### src/rtl/fetch_decode_queue_pkg.sv
// Shared types for the fetch -> decode instruction queue.
//   fdq_entry_t : one queued {pc, instr} pair at the system-wide widths.
// WORD / INSTR_LEN normally come from the shared global definitions; the
// fallbacks below only apply when this package is built on its own.
`ifndef WORD
`define WORD 64
`endif
`ifndef INSTR_LEN
`define INSTR_LEN 32
`endif

package fetch_decode_queue_pkg;

  localparam int FDQ_WORD      = `WORD;
  localparam int FDQ_INSTR_LEN = `INSTR_LEN;

  typedef struct packed {
    logic [FDQ_WORD-1:0]      pc;
    logic [FDQ_INSTR_LEN-1:0] instr;
  } fdq_entry_t;

endpackage

### src/rtl/fetch_decode_queue_storage.sv
// fdq_storage: DEPTH-entry register array for the fetch/decode queue.
//   clk    : write clock
//   we     : write enable, entry written at waddr on the rising edge
//   waddr  : write index
//   wdata  : entry to write
//   raddr  : asynchronous read index
//   rdata  : entry at raddr (combinational)
// Contents are deliberately not reset; the owner tracks validity.
module fdq_storage
  import fetch_decode_queue_pkg::*;
#(
  parameter int  DEPTH   = 4,
  parameter type entry_t = fdq_entry_t,
  localparam int AW      = $clog2(DEPTH)
) (
  input  logic          clk,
  input  logic          we,
  input  logic [AW-1:0] waddr,
  input  entry_t        wdata,
  input  logic [AW-1:0] raddr,
  output entry_t        rdata
);

  entry_t [DEPTH-1:0] mem_q;
  entry_t [DEPTH-1:0] mem_d;

  always_comb begin
    mem_d = mem_q;
    if (we) mem_d[waddr] = wdata;
  end

  always_ff @(posedge clk) begin
    mem_q <= mem_d;
  end

  assign rdata = mem_q[raddr];

endmodule

### src/rtl/fetch_decode_queue.sv
// fetch_decode_queue: first-word-fall-through FIFO between fetch and decode.
//   clk, reset         : clock, asynchronous active-low reset
//   in_valid/in_ready  : fetch-side handshake, in_pc/in_instr payload
//   out_valid/out_ready: decode-side handshake, out_pc/out_instr = head entry
//   flush              : taken branch, drops every queued entry
//   count              : current occupancy (0..DEPTH)
// All outputs are functions of registered state only, so there is no
// combinational path from any input to any output. DEPTH must be a power
// of two (>= 2) so the pointers wrap by plain overflow.
`ifndef WORD
`define WORD 64
`endif
`ifndef INSTR_LEN
`define INSTR_LEN 32
`endif

module fetch_decode_queue
  import fetch_decode_queue_pkg::*;
#(
  parameter int  DEPTH     = 4,
  parameter int  WORD      = `WORD,
  parameter int  INSTR_LEN = `INSTR_LEN,
  localparam int PW        = $clog2(DEPTH),
  localparam int CW        = PW + 1
) (
  input  logic                 clk,
  input  logic                 reset,
  input  logic                 in_valid,
  input  logic [WORD-1:0]      in_pc,
  input  logic [INSTR_LEN-1:0] in_instr,
  output logic                 in_ready,
  output logic                 out_valid,
  output logic [WORD-1:0]      out_pc,
  output logic [INSTR_LEN-1:0] out_instr,
  input  logic                 out_ready,
  input  logic                 flush,
  output logic [CW-1:0]        count
);

  // Same layout as fdq_entry_t, but tracks per-instance width overrides.
  typedef struct packed {
    logic [WORD-1:0]      pc;
    logic [INSTR_LEN-1:0] instr;
  } entry_t;

  logic [PW-1:0] wr_ptr_q, wr_ptr_d;
  logic [PW-1:0] rd_ptr_q, rd_ptr_d;
  logic [CW-1:0] count_q,  count_d;
  logic          push, pop;
  entry_t        wr_entry, rd_entry;

  assign in_ready  = (count_q < CW'(DEPTH));
  assign out_valid = (count_q != '0);

  // Flush wins over both handshakes, so neither a write nor a pointer move
  // can sneak through in the flush cycle.
  assign push = in_valid  & in_ready  & ~flush;
  assign pop  = out_valid & out_ready & ~flush;

  always_comb begin
    wr_ptr_d = wr_ptr_q;
    rd_ptr_d = rd_ptr_q;
    count_d  = count_q;
    if (flush) begin
      wr_ptr_d = '0;
      rd_ptr_d = '0;
      count_d  = '0;
    end else begin
      if (push) wr_ptr_d = wr_ptr_q + PW'(1);
      if (pop)  rd_ptr_d = rd_ptr_q + PW'(1);
      case ({push, pop})
        2'b10:   count_d = count_q + CW'(1);
        2'b01:   count_d = count_q - CW'(1);
        default: count_d = count_q;
      endcase
    end
  end

  always_ff @(posedge clk or negedge reset) begin
    if (!reset) begin
      wr_ptr_q <= '0;
      rd_ptr_q <= '0;
      count_q  <= '0;
    end else begin
      wr_ptr_q <= wr_ptr_d;
      rd_ptr_q <= rd_ptr_d;
      count_q  <= count_d;
    end
  end

  assign wr_entry.pc    = in_pc;
  assign wr_entry.instr = in_instr;

  fdq_storage #(
    .DEPTH   (DEPTH),
    .entry_t (entry_t)
  ) u_storage (
    .clk   (clk),
    .we    (push),
    .waddr (wr_ptr_q),
    .wdata (wr_entry),
    .raddr (rd_ptr_q),
    .rdata (rd_entry)
  );

  assign out_pc    = rd_entry.pc;
  assign out_instr = rd_entry.instr;
  assign count     = count_q;

endmodule

### config.mk
export PLATFORM = sky130hd
export DESIGN_NAME = fetch_decode_queue
export DESIGN_NICKNAME = d
export VERILOG_FILES = /design/src/rtl/fetch_decode_queue_pkg.sv /design/src/rtl/fetch_decode_queue_storage.sv /design/src/rtl/fetch_decode_queue.sv
export SDC_FILE = /design/constraint.sdc
export NUM_CORES = 1
export LEC_CHECK = 0
export CAP_MARGIN = 20
export CORE_MARGIN = 5
export CORE_UTILIZATION = 23
export CTS_CLUSTER_DIAMETER = 60
export DETAILED_ROUTE_END_ITERATION = 8
export DONT_BUFFER_PORTS = 1
export PLACE_DENSITY = 0.38
export SYNTH_ARGS = -nofsm -noshare
export SYNTH_HDL_FRONTEND = slang
export SYNTH_SLANG_ARGS = --single-unit
### constraint.sdc
create_clock -name clk -period 3.4 [get_ports clk]
set_input_delay 0.34 -clock clk [delete_from_list [all_inputs] [get_ports clk]]
set_output_delay 0.34 -clock clk [all_outputs]
set_load 0.01 [all_outputs]
==> impl_metrics.py, run 1 <==
metrics = {
    "synth": {
        "synth.avg_cell_area_um2": 25.6,
        "synth-seq-area-share_pct": 81.7,
        "postSynthRegisterBits": 391,
        "netlist_area_um2": 14300,
        "post_synth_num_cell_types": 28,
        "synthCells": 559,
        "synth_nets": 665,
        "synth.yosys.warnings": 0,
    },
    "placed_design": {
        "detailedPlace.worstSlack_ns": 0.927,
        "post_dp_cell_area_um2": 15500,
        "port-buffer-count": 0,
        "gpl.final_weighted_congestion": 0.673,
        "dp_hpwl_um": 19200,
    },
    "global_route": {
        "first_global_vias": 7059,
        "grt_use_total_pct": 9.06,
        "antenna_found_initial": 3,
        "wire_length_of_the_first_global_routing_pass_um": 46100,
        "grt-ovfl-total": 0,
        "largest_net_degree_at_the_start_of_global_routing": 51,
    },
    "worst_setup_path": {
        "worst_path_largest_cell_delay_ns": 0.81,
        "critPathKind": "flip-flop to output pin",
        "kind_of_cell_adding_the_most_delay_to_the_critical_path": "flip-flops",
        "cp_slowest_cell": "dfrtp_4",
        "critical_path.cell_chain": "buf_12 > mux4_2",
        "worst_setup_path_end_kind": "output pin",
        "critPathBufInv": 1,
        "startpoint_type": "flip-flop",
        "required_ns": 3.06,
        "worst_ep_arrival_time_ns": 2.39,
        "max_fanout_on_critical_path": 34,
    },
    "die": {
        "num_rows": 91,
        "die_area_um2": 67400,
        "starting_density_of_the_core_pct": 23.2,
        "io_pins": 202,
        "chipHeight_um": 260,
        "design.core.area_um2": 61700,
        "die_x_um": 260,
    },
    "timing": {
        "timing_max_transition_violations_final": 0,
        "period_needed_ns": 2.73,
        "totalNegativeSetupSlack_ns": 0,
        "period_share_pct": 80.3,
        "setup_viol": 0,
        "postLayoutSetupSlackWorst_ns": 0.668,
        "fmax_ghz": 0.366,
        "timing.clock.skew_ns": 0.0130,
        "normalized_max_slew_margin_pct": 51.0,
        "grt_setup_unrepaired": "no",
        "final_hold_viol_count": 0,
        "worst_slew_pin_slew_ns": 0.735,
    },
    "layout": {
        "drive_above_1_share_pct": 25.1,
        "area_growth_syn_to_layout_pct": 25.5,
        "final_common_cell": "edfxtp_1",
        "postLayoutCoreUtil_pct": 29.1,
        "finish.instance_area_um2": 18000,
        "layout.cells.most_common_list": "edfxtp_1 (384), dlygate4sd3_1 (101), mux4_2 (96), clkbuf_16 (46), clkbuf_1 (12)",
        "number_of_nets_in_the_layout": 805,
    },
    "drt": {
        "first_iter_violations": 304,
        "route.detailed.wl_per_inst_um": 19.7,
        "drc_errors": 0,
        "detail-route-antenna-nets": 0,
        "vias": 6214,
        "drt-pass1-iter-count": 4,
        "finalWirelength_um": 31000,
        "avgViaCountPerCell": 3.95,
    },
    "clocking": {
        "worst_skew_pair.late_latency_ns": 0.56,
        "numClockSinks": 391,
        "cts_setup_buffers": 0,
        "clk_root_buffer_cell": "clkbuf_16",
        "clkTransAtPathRegs_ns": 0.05,
        "max-clock-path-buffers": 3,
        "tritoncts": "done",
        "cts_max_level": 2,
        "cts_inserted_buffers": 46,
    },
    "power": {
        "p_leak_uw": 0.00544,
        "power.switching_uw": 2470,
        "power.share.combinational_pct": 8.0,
        "power.total_uw": 11200,
        "max-vdd-ir-drop_uv": 446,
        "power.share.switching_pct": 22.1,
        "power_frac_clock_pct": 42.4,
        "share_seq_of_total_power_pct": 49.7,
        "p_int_uw": 8690,
        "cellPowerDensity_nw_per_um2": 621,
    },
    "job": {
        "count_of_maximum_capacitance_violations": 0,
    },
    "outcome": {
        "run_status": "finished, final reports clean",
    },
    "hold_path": {
        "min-delay-path-class": "input port to flip-flop",
    },
}
-- layout make-up --
cell class / count / area [µm²]
Fill cell: 6033 / 43700
Sequential cell: 391 / 11700
Multi-Input combinational cell: 140 / 2460
Timing Repair Buffer: 117 / 1270
Clock buffer: 58 / 1200
Tap cell: 837 / 1050
Clock inverter: 24 / 272
Inverter: 3 / 11.3
Antenna cell: 3 / 7.51
-- layer usage --
layer,vias up,GRT usage [%],routed length (µm)
met5,-,0,0
met4,0,2.95,691
met3,48,3.24,2110
met2,158,15.9,16300
met1,3322,10.3,11900
li1,2686,-,-
-- repair_timing --
action / in CTS / in global routing
resized for setup: 0 / 0
endpoints found under the hold margin: 398 / 0
hold buffers: 101 / 0
-- state kept, by name (all words and copies together) (netlist names) --
signal,count
count,3
u_storage.mem_q,384
wr_ptr_q,2
rd_ptr_q,2
-- cell families (layout without fill, tap and decap cells) --
logic type	after synthesis	in the layout	synth area share (%)
AO/OA/AOI/OAI	11	11	0.454
XOR/XNOR	4	4	0.245
adder cells (fa/ha/maj)	5	5	0.489
buffers and inverters	28	202	1.17
flip-flops	391	391	81.7
multiplexers	96	96	15.1
other	0	3	0
AND/OR/NAND/NOR	24	24	0.830
-- power groups by stage --
| stage | Sequential, µW | Combinational, µW | Clock (µW) |
|---|---|---|---|
| after global routing | 5560 | 972 | 5100 |
| after global placement | 5640 | 773 | 0 |
| after floorplan | 5590 | 610 | 0 |
| final | 5540 | 892 | 4730 |
| after detailed placement | 5650 | 785 | 0 |
| after CTS | 5550 | 936 | 4910 |
-- path summary, 6_finish.rpt --
kind	slack, ns	cells past startpoint	end	start
setup / recovery	0.67	2	out_pc[63]	rd_ptr_q[0]$_DFFE_PN0P_
hold / removal	0.06	3	rd_ptr_q[1]$_DFFE_PN0P_	out_ready
setup reg to reg	0.99	5	u_storage.mem_q[140]$_DFFE_PP_	count[2]$_DFFE_PN0P_
hold reg to reg	0.63	2	wr_ptr_q[0]$_DFFE_PN0P_	wr_ptr_q[0]$_DFFE_PN0P_
max in group asynchronous	2.97	1	rd_ptr_q[0]$_DFFE_PN0P_	reset
min in group asynchronous	0.13	1	count[2]$_DFFE_PN0P_	reset
-- per-stage QoR --
step | cells | hold slack, ns
final | 1573 | 0.0630
after global routing | 1572 | 0.0410
after CTS | 1570 | 0.00320
after detailed placement | 1387 | 0.0447
after global placement | 1387 | 0.0448
after floorplan | 559 | 0.0444
-- tightest hold or removal path: stages --
cell     delay (ns)
nand3_1        0.07
xor2_1         0.07
nor2_1         0.09
-- synthesized netlist by cell type --
master      n  area share (%)
buf_8       1            0.10
fa_1        1            0.14
ha_1        4            0.35
a21oi_1     5            0.17
buf_2      13            0.45
edfxtp_1  384              80
or3_1       1           0.044
buf_4       1           0.052
buf_12      1            0.14
mux4_2     96              15
clkbuf_1    6            0.16
inv_1       3           0.079
buf_6       2            0.16
nand2b_1    1           0.044
xnor2_1     2            0.12
o21ai_0     4            0.14
nand2_1     3           0.079
nor3_1      1           0.035
nor4_1      1           0.044
dfrtp_1     7             1.2
nand3_1     2           0.070
xor2_1      2            0.12
nor2b_1     2           0.087
nor2_1      8            0.21
and2_1      5            0.22
a2111o_1    1           0.079
a221oi_1    1           0.061
buf_1       1           0.026
(Power assumes the default switching activity.)
==> run 2, diff against run 1 <==
--- a/config.mk
+++ b/config.mk
@@ -11,7 +11,7 @@
 export CTS_CLUSTER_DIAMETER = 60
 export DETAILED_ROUTE_END_ITERATION = 8
 export DONT_BUFFER_PORTS = 1
-export PLACE_DENSITY = 0.38
+export PLACE_DENSITY = 0.37
 export SYNTH_ARGS = -nofsm -noshare
 export SYNTH_HDL_FRONTEND = slang
 export SYNTH_SLANG_ARGS = --single-unit
==> constraint.sdc (replaced) <==
create_clock -name clk -period 2.7 [get_ports clk]
set_input_delay 0.27 -clock clk [delete_from_list [all_inputs] [get_ports clk]]
set_output_delay 0.27 -clock clk [all_outputs]
set_load 0.01 [all_outputs]
==> run 2 against run 1 <==
Register-to-register slack worse by 0.74 ns. Worst hold slack worse by 0.0089 ns. Worst setup slack worse by 0.42 ns. Power up 29%. Largest cell class unchanged. Clock power up 32%. Clock-buffer cell count down 3. Design area up 1.4%.
==> impl_metrics.py, run 2 (synthesis results as in run 1) <==
metrics = {
    "outcome": {
        "run_status": "finished, final reports clean",
    },
    "drt": {
        "first_iter_violations": 286,
        "drc_errors": 0,
        "finalWirelength_um": 31800,
        "avgViaCountPerCell": 3.96,
        "drt-pass1-iter-count": 4,
        "detail-route-antenna-nets": 0,
        "route.detailed.wl_per_inst_um": 20.1,
        "vias": 6272,
    },
    "global_route": {
        "grt_use_total_pct": 9.28,
        "largest_net_degree_at_the_start_of_global_routing": 44,
        "grt-ovfl-total": 0,
        "antenna_found_initial": 2,
        "wire_length_of_the_first_global_routing_pass_um": 46900,
        "first_global_vias": 7123,
    },
    "power": {
        "cellPowerDensity_nw_per_um2": 792,
        "max-vdd-ir-drop_uv": 386,
        "p_leak_uw": 0.00556,
    },
    "clocking": {
        "cts_inserted_buffers": 47,
        "tritoncts": "done",
        "clkTransAtPathRegs_ns": 0.06,
        "max-clock-path-buffers": 3,
        "worst_skew_pair.late_latency_ns": 0.55,
        "post_cts_resize_count": 0,
        "numClockSinks": 391,
        "cts_max_level": 2,
        "clk_root_buffer_cell": "clkbuf_16",
    },
    "worst_setup_path": {
        "required_ns": 3.17,
        "max_fanout_on_critical_path": 7,
        "worst_ep_arrival_time_ns": 2.93,
        "r2r_setup_slack_ns": 0.25,
        "regToRegStartpoint": "count[2]$_DFFE_PN0P_",
        "critPathKind": "flip-flop to flip-flop",
        "worstRegToRegCells": 8,
        "startpoint_type": "flip-flop",
        "worst_setup_path_end_kind": "flip-flop",
        "crit-reg2reg-capture": "count[2]$_DFFE_PN0P_",
    },
    "layout": {
        "max_ffs_per_register": 384,
        "area_growth_syn_to_layout_pct": 27.2,
        "number_of_nets_in_the_layout": 815,
        "final_common_cell": "edfxtp_1",
        "multiInputGateArea_um2": 2460,
        "fillerInstances": 6039,
        "layout.cells.most_common_list": "edfxtp_1 (384), dlygate4sd3_1 (101), mux4_2 (96), clkbuf_16 (49), buf_12 (16)",
        "layoutNonFillerInstCount": 1583,
        "largest_register": "u_storage.mem_q",
        "final-seq-area_um2": 11700,
        "drive_above_1_share_pct": 26.3,
    },
    "placed_design": {
        "placed_cells": 1395,
        "gpl.final_weighted_congestion": 0.718,
        "dp_hpwl_um": 20000,
        "port-buffer-count": 0,
    },
    "die": {
        "num_rows": 91,
        "io_pins": 202,
        "chipHeight_um": 260,
        "die_x_um": 260,
        "starting_density_of_the_core_pct": 23.2,
        "design.core.area_um2": 61700,
        "die_area_um2": 67400,
    },
    "timing": {
        "worst_slew_pin_slew_ns": 0.476,
        "timing_max_transition_violations_final": 0,
        "setup_viol": 0,
        "timing.clock.skew_ns": 0.00795,
        "normalized_max_slew_margin_pct": 68.3,
        "final_hold_viol_count": 0,
        "fmax_ghz": 0.408,
        "period_share_pct": 90.8,
        "grt_setup_unrepaired": "no",
        "totalNegativeSetupSlack_ns": 0,
        "period_needed_ns": 2.45,
    },
    "hold_path": {
        "min-delay-path-class": "input port to asynchronous set/reset pin",
    },
    "job": {
        "count_of_maximum_capacitance_violations": 0,
    },
}
[run 2: cell types whose count changed in the layout (fill, tap and decap cells not counted), moves of 3 or more]
cell | previous run | this run
clkinv_1 | 4 | 9
clkbuf_1 | 12 | 6
buf_12 | 11 | 16
buf_4 | 5 | 8
clkbuf_16 | 46 | 49
[run 2: cell type report]
cell class,instances,area share (%)
Clock inverter,29,1.74
Sequential cell,391,64.3
Clock buffer,55,6.85
Antenna cell,2,0.0275
Tap cell,837,5.75
Multi-Input combinational cell,140,13.5
Inverter,3,0.0618
Timing Repair Buffer,126,7.79
[run 2: critical path, stage by stage, from the launching register on]
cell      delay (ns)
dfrtp_1         0.50
or3_1           0.52
nand2_1         0.15
nor3_1          0.07
fa_1            0.39
nand2b_1        0.20
nor4_1          0.27
a21oi_1         0.10
a21oi_1         0.17
[run 2: where the power goes]
part,internal (µW),total (µW),switching (µW),leakage [µW]
registers,6880,6960,80.0,0.00358
logic,569,1230,657,0.00123
clock network,3820,6260,2440,0.000758
total,11300,14400,3180,0.00556
[run 2: timing repair]
| action | CTS | global route |
|---|---|---|
| endpoints found under the hold margin | 398 | 0 |
| setup buffers | 1 | 0 |
| setup endpoints to repair | 7 | 0 |
| hold buffers | 101 | 0 |
[run 2: metal layers]
| metal | GRT usage (%) | wire [µm] | up-vias |
|---|---|---|---|
| li1 | - | - | 2706 |
| met1 | 10.9 | 12500 | 3341 |
| met2 | 16.1 | 16300 | 172 |
| met3 | 3.32 | 2270 | 53 |
| met4 | 2.79 | 754 | 0 |
| met5 | 0 | 0 | - |
[run 2: metrics by stage]
| step | setup WS [ns] | hold slack, ns | utilization (%) | power, µW | instance area [µm²] |
|---|---|---|---|---|---|
| after global placement | 0.301 | -0.0252 | 25.3 | 8130 | 15600 |
| after detailed placement | 0.327 | -0.0253 | 25.3 | 8160 | 15600 |
| after global routing | 0.125 | 0.0448 | 29.5 | 15100 | 18200 |
| final | 0.247 | 0.0541 | 29.5 | 14400 | 18200 |
| after CTS | 0.153 | 0.00959 | 29.5 | 14800 | 18200 |
| after floorplan | 0.107 | -0.0256 | - | 7810 | 14300 |
[run 2: how the worst max path moves through the flow]
stage                            startpoint                            to  slack, ns  depth (start not counted)
floorplan              count[2]$_DFFE_PN0P_  u_storage.mem_q[0]$_DFFE_PP_       0.11                          4
global placement       count[2]$_DFFE_PN0P_          count[2]$_DFFE_PN0P_       0.30                          8
detailed placement     count[2]$_DFFE_PN0P_          count[2]$_DFFE_PN0P_       0.33                          8
CTS                 rd_ptr_q[0]$_DFFE_PN0P_                    out_pc[51]       0.15                          2
global route        rd_ptr_q[0]$_DFFE_PN0P_                    out_pc[51]       0.12                          2
finish                 count[2]$_DFFE_PN0P_          count[2]$_DFFE_PN0P_       0.25                          8
